===== config.mk =====
export PLATFORM = sky130hd
export DESIGN_NAME = lsu_io_responder
export DESIGN_NICKNAME = d
export VERILOG_FILES = /design/src/rtl/lsu_pkg.sv /design/src/rtl/io_input_sync.sv /design/src/rtl/lsu_io_responder.sv
export SDC_FILE = /design/constraint.sdc
export NUM_CORES = 1
export LEC_CHECK = 0
export CAP_MARGIN = 20
export CORE_ASPECT_RATIO = 2
export CORE_MARGIN = 3
export CORE_UTILIZATION = 30
export DETAILED_ROUTE_END_ITERATION = 16
export HOLD_SLACK_MARGIN = 0.12
export PLACE_DENSITY = 0.67
export SYNTH_ARGS = -nofsm -noshare
export SYNTH_HDL_FRONTEND = slang
export SYNTH_SLANG_ARGS = --single-unit

===== constraint.sdc =====
create_clock -name i_clk -period 2.1 [get_ports i_clk]
set_input_delay 0.21 -clock i_clk [delete_from_list [all_inputs] [get_ports i_clk]]
set_output_delay 0.21 -clock i_clk [all_outputs]
set_load 0.05 [all_outputs]

===== src/rtl/lsu_pkg.sv =====
// Shared LSU definitions: region select codes, I/O word addresses, responder
// FSM states and a byte-lane merge helper.
package lsu_pkg;

  localparam logic [1:0] SEL_IN     = 2'b00;
  localparam logic [1:0] SEL_OUT    = 2'b01;
  localparam logic [1:0] SEL_MEM_LO = 2'b10;
  localparam logic [1:0] SEL_MEM_HI = 2'b11;

  // Word addresses, i.e. byte address [12:2].
  localparam logic [10:0] ADDR_LEDR = 11'h700;  // 0x1C00
  localparam logic [10:0] ADDR_HEX  = 11'h702;  // 0x1C08
  localparam logic [10:0] ADDR_LCD  = 11'h703;  // 0x1C0C
  localparam logic [10:0] ADDR_SW   = 11'h780;  // 0x1E00
  localparam logic [10:0] ADDR_BTN  = 11'h781;  // 0x1E04

  typedef enum logic [0:0] {
    ST_IDLE = 1'b0,
    ST_RESP = 1'b1
  } state_e;

  // Classifies a word address; anything outside the two I/O windows belongs
  // to the memory side and is not served by the I/O responder.
  function automatic logic [1:0] io_region(input logic [10:0] word);
    logic [1:0] sel;
    if (word[10:2] == ADDR_LEDR[10:2])
      sel = SEL_OUT;
    else if (word[10:1] == ADDR_SW[10:1])
      sel = SEL_IN;
    else
      sel = SEL_MEM_LO;
    return sel;
  endfunction

  function automatic logic [31:0] merge_bytes(input logic [31:0] cur,
                                              input logic [31:0] wdata,
                                              input logic [3:0]  bmask);
    logic [31:0] res;
    for (int b = 0; b < 4; b++)
      res[8*b +: 8] = bmask[b] ? wdata[8*b +: 8] : cur[8*b +: 8];
    return res;
  endfunction

endpackage


===== src/rtl/io_input_sync.sv =====
// Per-bit 2-flop synchronizer with a third delayed flop for rising-edge
// detection on the synchronized level.
module io_input_sync #(
  parameter int WIDTH = 1
) (
  input  logic             i_clk,
  input  logic             i_rst_n,
  input  logic [WIDTH-1:0] din,
  output logic [WIDTH-1:0] level,
  output logic [WIDTH-1:0] rise
);

  genvar gi;
  generate
    for (gi = 0; gi < WIDTH; gi++) begin : g_bit
      logic s1_reg, s2_reg, s3_reg;

      always_ff @(posedge i_clk or negedge i_rst_n) begin
        if (!i_rst_n) begin
          s1_reg <= 1'b0;
          s2_reg <= 1'b0;
          s3_reg <= 1'b0;
        end else begin
          s1_reg <= din[gi];
          s2_reg <= s1_reg;
          s3_reg <= s2_reg;
        end
      end

      assign level[gi] = s2_reg;
      assign rise[gi]  = s2_reg & ~s3_reg;
    end
  endgenerate

endmodule


===== src/rtl/lsu_io_responder.sv =====
// LSU I/O responder: output registers (LEDR/HEX/LCD), synchronized switch and
// button inputs with sticky press events, one-cycle valid/ready response.
module lsu_io_responder
  import lsu_pkg::*;
#(
  parameter int NUM_SW  = 18,
  parameter int NUM_BTN = 4
) (
  input  logic               i_clk,
  input  logic               i_rst_n,
  input  logic               i_req_valid,
  output logic               o_req_ready,
  input  logic               i_req_we,
  input  logic [12:0]        i_req_addr,
  input  logic [31:0]        i_req_wdata,
  input  logic [3:0]         i_req_bmask,
  output logic               o_rsp_valid,
  input  logic               i_rsp_ready,
  output logic [31:0]        o_rsp_rdata,
  output logic               o_rsp_err,
  input  logic [NUM_SW-1:0]  i_sw,
  input  logic [NUM_BTN-1:0] i_btn,
  output logic [31:0]        o_ledr,
  output logic [31:0]        o_hex,
  output logic [31:0]        o_lcd
);

  state_e state_reg, state_next;

  logic [31:0] ledr_reg, ledr_next;
  logic [31:0] hex_reg, hex_next;
  logic [31:0] lcd_reg, lcd_next;
  logic [31:0] rdata_reg, rdata_next;
  logic        err_reg, err_next;

  logic [NUM_BTN-1:0] sticky_reg, sticky_next;
  logic [NUM_BTN-1:0] clr_mask;

  logic [NUM_SW-1:0]  sw_level;
  logic [NUM_SW-1:0]  sw_rise_unused;
  logic [NUM_BTN-1:0] btn_level;
  logic [NUM_BTN-1:0] btn_rise;

  logic [10:0] word;
  logic [1:0]  region;
  logic [1:0]  addr_lsb_unused;
  logic        accept;

  io_input_sync #(.WIDTH(NUM_SW)) u_sw_sync (
    .i_clk   (i_clk),
    .i_rst_n (i_rst_n),
    .din     (i_sw),
    .level   (sw_level),
    .rise    (sw_rise_unused)
  );

  io_input_sync #(.WIDTH(NUM_BTN)) u_btn_sync (
    .i_clk   (i_clk),
    .i_rst_n (i_rst_n),
    .din     (i_btn),
    .level   (btn_level),
    .rise    (btn_rise)
  );

  assign word            = i_req_addr[12:2];
  assign addr_lsb_unused = i_req_addr[1:0];
  assign region          = io_region(word);
  assign accept          = (state_reg == ST_IDLE) && i_req_valid;

  // Decode of the presented request; only committed when it is accepted.
  always_comb begin
    ledr_next  = ledr_reg;
    hex_next   = hex_reg;
    lcd_next   = lcd_reg;
    rdata_next = '0;
    err_next   = 1'b1;
    clr_mask   = '0;
    case (region)
      SEL_OUT: begin
        case (word)
          ADDR_LEDR: begin
            err_next = 1'b0;
            if (i_req_we) ledr_next = merge_bytes(ledr_reg, i_req_wdata, i_req_bmask);
            else          rdata_next = ledr_reg;
          end
          ADDR_HEX: begin
            err_next = 1'b0;
            if (i_req_we) hex_next = merge_bytes(hex_reg, i_req_wdata, i_req_bmask);
            else          rdata_next = hex_reg;
          end
          ADDR_LCD: begin
            err_next = 1'b0;
            if (i_req_we) lcd_next = merge_bytes(lcd_reg, i_req_wdata, i_req_bmask);
            else          rdata_next = lcd_reg;
          end
          default: ;
        endcase
      end
      SEL_IN: begin
        // Inputs are read-only: a store keeps the error default and does nothing.
        if (!i_req_we) begin
          err_next = 1'b0;
          if (word == ADDR_SW) begin
            rdata_next[NUM_SW-1:0] = sw_level;
          end else begin
            rdata_next[NUM_BTN-1:0]  = sticky_reg;
            rdata_next[8 +: NUM_BTN] = btn_level;
            clr_mask                 = sticky_reg;
          end
        end
      end
      default: ;
    endcase
  end

  // A fresh edge in the clearing cycle survives because the set term is OR-ed last.
  assign sticky_next = (sticky_reg & ~(accept ? clr_mask : {NUM_BTN{1'b0}})) | btn_rise;

  always_comb begin
    state_next = state_reg;
    case (state_reg)
      ST_IDLE: if (i_req_valid) state_next = ST_RESP;
      ST_RESP: if (i_rsp_ready) state_next = ST_IDLE;
      default: state_next = ST_IDLE;
    endcase
  end

  always_ff @(posedge i_clk or negedge i_rst_n) begin
    if (!i_rst_n) begin
      state_reg  <= ST_IDLE;
      ledr_reg   <= '0;
      hex_reg    <= '0;
      lcd_reg    <= '0;
      rdata_reg  <= '0;
      err_reg    <= 1'b0;
      sticky_reg <= '0;
    end else begin
      state_reg  <= state_next;
      sticky_reg <= sticky_next;
      if (accept) begin
        ledr_reg  <= ledr_next;
        hex_reg   <= hex_next;
        lcd_reg   <= lcd_next;
        rdata_reg <= rdata_next;
        err_reg   <= err_next;
      end
    end
  end

  assign o_req_ready = (state_reg == ST_IDLE);
  assign o_rsp_valid = (state_reg == ST_RESP);
  assign o_rsp_rdata = rdata_reg;
  assign o_rsp_err   = err_reg;
  assign o_ledr      = ledr_reg;
  assign o_hex       = hex_reg;
  assign o_lcd       = lcd_reg;

endmodule

* Word-level counts from Yosys, hierarchy flattened
Cells that the tools add are included.
** Cells by class
- Equal/unequal tests :: 7
- Mux-type cells :: 23
- Bitwise gates (word level) :: 12
- Reductions and logical operators :: 15
** Operators with widths (count)
- 32-bit 2-to-1 mux :: 3
- 32-bit case mux with 3 select lines :: 1
- 5-bit AND reduction :: 12
- 11-bit equality test (second input constant) :: 4
- 18-bit case mux with 2 select lines :: 1
- 4-bit 2-to-1 mux :: 7
- 18-bit 2-to-1 mux :: 1
- 14-bit 2-to-1 mux :: 1
- 10-bit equality test (second input constant) :: 1
- 9-bit equality test (second input constant) :: 1
- 6-bit 2-to-1 mux :: 1
- 1-bit inverter :: 5
- 1-bit bitwise AND :: 4
- 4-bit bitwise AND :: 1
- 1-bit 2-to-1 mux :: 4
- 2-bit 2-to-1 mux :: 2
- 4-bit inverter :: 1
- 4-bit OR :: 1
- 1-bit case mux with 2 select lines :: 2
- 3-bit OR reduction :: 1
- 2-bit by 1-bit equality test with 1-bit output (second input constant) :: 1
- 2-bit logical NOT :: 1
- 1-bit logical AND :: 1
** Storage, ports and cells
- Register bits :: 182
- Bits of input ports :: 76
- Output and inout port bits :: 131
- Word-level logic and storage cells :: 121

* Logic depth before layout (Yosys ltp)
- Depth after elaboration :: 9
- Depth in mapped cells :: 6
- Depth with buffers taken out :: 4

* Hierarchy
Synthesis repeated with hierarchy kept, for this count alone.
** Unflattened totals
- Cell total of the unflattened synthesis :: 546
- Area, all modules :: 8055.2 µm²
** Modules (own cells, without submodules)
- lsu_io_responder :: times used 1, cells an instance 436, area an instance 5935.7 µm², sequential area each 3353.2 µm²
- io_input_sync at u_sw_sync :: times used 1, cells an instance 90, area an instance 1734.2 µm², sequential area each 1351.3 µm²
- io_input_sync at u_btn_sync :: times used 1, cells an instance 20, area an instance 385.4 µm², sequential area each 300.3 µm²

* Worst setup path after synthesis
Ideal clock, no wire load.
- Path kind :: reg2reg
- Start :: register state_reg, in the netlist o_rsp_valid
- End :: register rdata_reg[0], in the netlist o_rsp_rdata[0]
- Library setup time :: 91 ps
- Arrival :: 2105 ps
- Required time :: 2009 ps
- Slack :: -96 ps
- Stages on the path, launching flop included :: 6
- Buffers on the path :: 1
- Period minus slack after synthesis :: 2196 ps
- Cells stage by stage :: dfrtp_1 inv_1 nand2_1 or4_1 clkbuf_1 o221ai_1
** On the way
- Longest elaborated chain between the ends :: 2
** Ends and longest elaborated chain
- start: declaration :: line lsu_io_responder.sv:28 : state_e state_reg, state_next;
- start signal: assignment :: line lsu_io_responder.sv:138 : state_reg <= state_next;
- 1-bit inverter
- via o_req_ready :: line lsu_io_responder.sv:12 : output logic o_req_ready,
- 1-bit logical AND :: line lsu_io_responder.sv:68 : assign accept = (state_reg == ST_IDLE) && i_req_valid;
- end signal: assignment :: line lsu_io_responder.sv:144 : rdata_reg <= rdata_next;
- end: declaration :: line lsu_io_responder.sv:33 : logic [31:0] rdata_reg, rdata_next;
The timed path passes the listed nets, and every way through them passes these cells.
A chain may end at the register's enable or synchronous reset.

* Worst setup path in the final report
- Start :: register state_reg, in the netlist o_rsp_valid
- End :: output port o_rsp_valid
** RTL lines
- end: declaration :: line lsu_io_responder.sv:17 : output logic o_rsp_valid,
No word-level cell between the ends.

==> flow_metrics.env <==
export IMPL_status="finished clean"
export IMPL_ant_nets=0
export IMPL_clockRootBuffer="clkbuf_16"
export IMPL_syn_inst=514
export IMPL_fin_util=0.4502
export IMPL_place_congestion=0.8080
export IMPL_wirelength_um=21730
export IMPL_io_buffers=204
export IMPL_num_rows=79
export IMPL_fillers=2105
export IMPL_layout_drive_gt1_share=0.2442
export IMPL_cts_setup_buffers=0
export IMPL_finalClockSkew_ps=7.106
export IMPL_crit_chain="clkdlybuf4s50_1"
export IMPL_hold_start="i_sw[1]"
export IMPL_chipHeight_um=223.9
export IMPL_final_cell_mix="clkdlybuf4s50_1, dfrtp_1, mux2_2, buf_4, mux2i_1"
export IMPL_stdcell_count=1058
export IMPL_yosysWarnings=0
export IMPL_max_vdd_ir_drop_uv=413.3
export IMPL_clockBufferDepth=2
export IMPL_synthToLayoutAreaGrowth_pct=47.47
export IMPL_ys_ff_latch=182
export IMPL_htreeDepth=4
export IMPL_fin_crit_ps=1970
export IMPL_r2r_start="o_rsp_valid"
export IMPL_max_freq_mhz=507.7
export IMPL_worst_pin_slew_ps=611.2
export IMPL_crit_buf_inv=1
export IMPL_worst_setup_path_end_kind="output pin"
export IMPL_finish_net_count=837
export IMPL_cp_top_family="buffers and inverters"
export IMPL_crit_fanout=4
export IMPL_place_inst=1024
export IMPL_startpoint_type="flip-flop"
export IMPL_hold_viol_final=0
export IMPL_synth_seq_area_share=0.6395
export IMPL_track_usage=0.1747
export IMPL_post_dp_hpwl_um=16100
export IMPL_syn_cell_area_um2=7122
export IMPL_clock_sinks=182
export IMPL_antenna_found_initial=1
export IMPL_cp_required_ps=1890
export IMPL_die_x_um=115.0
export IMPL_power_total_uw=7538
export IMPL_slew_violations=0
export IMPL_max_stage_delay_ps=850
export IMPL_floorplan_initialDensity=0.3053
export IMPL_setup_viol=0
export IMPL_first_iter_violations=222
export IMPL_routedWlPerCell_um=20.54
export IMPL_grt_setup_unrepaired="false"
export IMPL_core_um2=23330
export IMPL_critPathSlowestCell="clkdlybuf4s50_1"
export IMPL_num_vias=5180
export IMPL_period_share=0.9379
export IMPL_grt_pass1_wl_um=33060
export IMPL_leakage_uw=0.004733
export IMPL_cp_startpoint="o_rsp_valid"
export IMPL_drc=0
export IMPL_cts_tree="done"
export IMPL_avgViaCountPerCell=4.896
export IMPL_dr_pass1_iters=6
export IMPL_layout_commonest_cell="clkdlybuf4s50_1"
export IMPL_relSlewSlack=0.5913
export IMPL_worstSetupPathType="reg2out"
export IMPL_grt_max_degree=54
export IMPL_crit_arrival_ps=1760
export IMPL_syn_nets=590
export IMPL_clk_transition_reported_paths_ps=70
export IMPL_max_cap_violations=0
export IMPL_cts_inserted_buffers=17
export IMPL_p_per_area_nw_per_um2=717.8
export IMPL_io_pins=207
export IMPL_syn_area_per_cell_um2=13.86
export IMPL_worstSkewPairLatency_ps=440
export IMPL_die_area_um2=25740
export IMPL_worst_hold_path_type="in2reg"
export IMPL_gr_total_overflow=0
export IMPL_ys_types=33
export IMPL_grt_pass1_vias=5556
==> final cells by class <==
type | count | area (um^2) | share of cell area
diodes | 1 | 2.502 | 0.0002383
clock inverters | 10 | 167.7 | 0.01596
repair buffers | 247 | 2446 | 0.2329
clock buffers | 22 | 474.2 | 0.04515
well taps | 283 | 354.1 | 0.03371
inverters | 7 | 30.03 | 0.002859
multi-input cells | 306 | 2474 | 0.2355
flip-flops and latches | 182 | 4554 | 0.4336
==> cell usage after synthesis <==
cell type | n | share of area
nand4bb_1 | 1 | 0.0016
nand2b_1 | 1 | 0.00088
nand4b_1 | 2 | 0.0025
clkbuf_1 | 11 | 0.0058
mux2_2 | 101 | 0.16
or2_2 | 2 | 0.0018
clkinv_1 | 1 | 0.00053
o221ai_1 | 6 | 0.0074
and4b_1 | 1 | 0.0014
inv_1 | 6 | 0.0032
nand2_1 | 31 | 0.016
nor4_1 | 2 | 0.0018
or4_1 | 2 | 0.0021
a21o_1 | 1 | 0.0011
a2bb2oi_1 | 2 | 0.0025
nor2b_1 | 1 | 0.00088
nor3_2 | 8 | 0.011
buf_2 | 5 | 0.0035
o21ai_0 | 22 | 0.015
dfrtp_1 | 182 | 0.64
mux2i_1 | 34 | 0.048
a22o_1 | 4 | 0.0049
nor2_1 | 30 | 0.016
buf_1 | 3 | 0.0016
mux2_1 | 1 | 0.0016
nand3_1 | 8 | 0.0056
nor3b_1 | 1 | 0.0011
a221o_1 | 10 | 0.014
and2_1 | 4 | 0.0035
a22oi_1 | 6 | 0.0063
nor4_2 | 1 | 0.0018
a21oi_1 | 23 | 0.016
nand4_1 | 1 | 0.00088
==> where the power goes <==
part,internal (uW),switching [uW]
logic,209,282
registers,3560,26.5
clock network,2100,1360
total,5870,1670
==> timing repair <==
action	CTS	global route
endpoints found under the setup margin	0	1
resized for setup	0	1
hold buffers	1	0
endpoints found under the hold margin	131	0
==> final timing paths <==
| check | slack (ps) | cells after the start | to |
|---|---|---|---|
| max | 130 | 1 | o_rsp_valid |
| min | 200 | 1 | u_sw_sync.g_bit[1].s1_reg |
| max reg2reg | 240 | 5 | o_hex[15] |
| min reg2reg | 350 | 0 | u_btn_sync.g_bit[1].s2_reg |
| max in group asynchronous | 1190 | 3 | o_lcd[18] |
| min in group asynchronous | 270 | 2 | u_sw_sync.g_bit[0].s1_reg |
==> stage by stage <==
step	hold slack [ps]	setup WS [ps]	setup TNS (ps)	cell area, um^2
floorplan	-85.59	-3.165	-3.165	7126
global placement	175.7	-191.9	-16570	9846
detailed placement	175.7	-212.4	-19630	9846
CTS	180.2	17.52	0	10500
global route	190.0	47.44	0	10500
finish	203.6	130.5	0	10500
==> routing by layer <==
layer / routed length, um / vias to the layer above / global-route usage
met3: 1231 / 47 / 0.04947
met5: 0 / - / 0
li1: - / 2339 / -
met4: 921 / 0 / 0.08870
met2: 11580 / 174 / 0.3018
met1: 7999 / 2620 / 0.1922
==> logic make-up after synthesis <==
logic type / synth area share
buffers and inverters: 0.01458
and+or+nand+nor: 0.06905
DFF: 0.6395
AOI/OAI and AO/OA: 0.06782
muxes: 0.2091
Power figures use the tool's default switching activity.
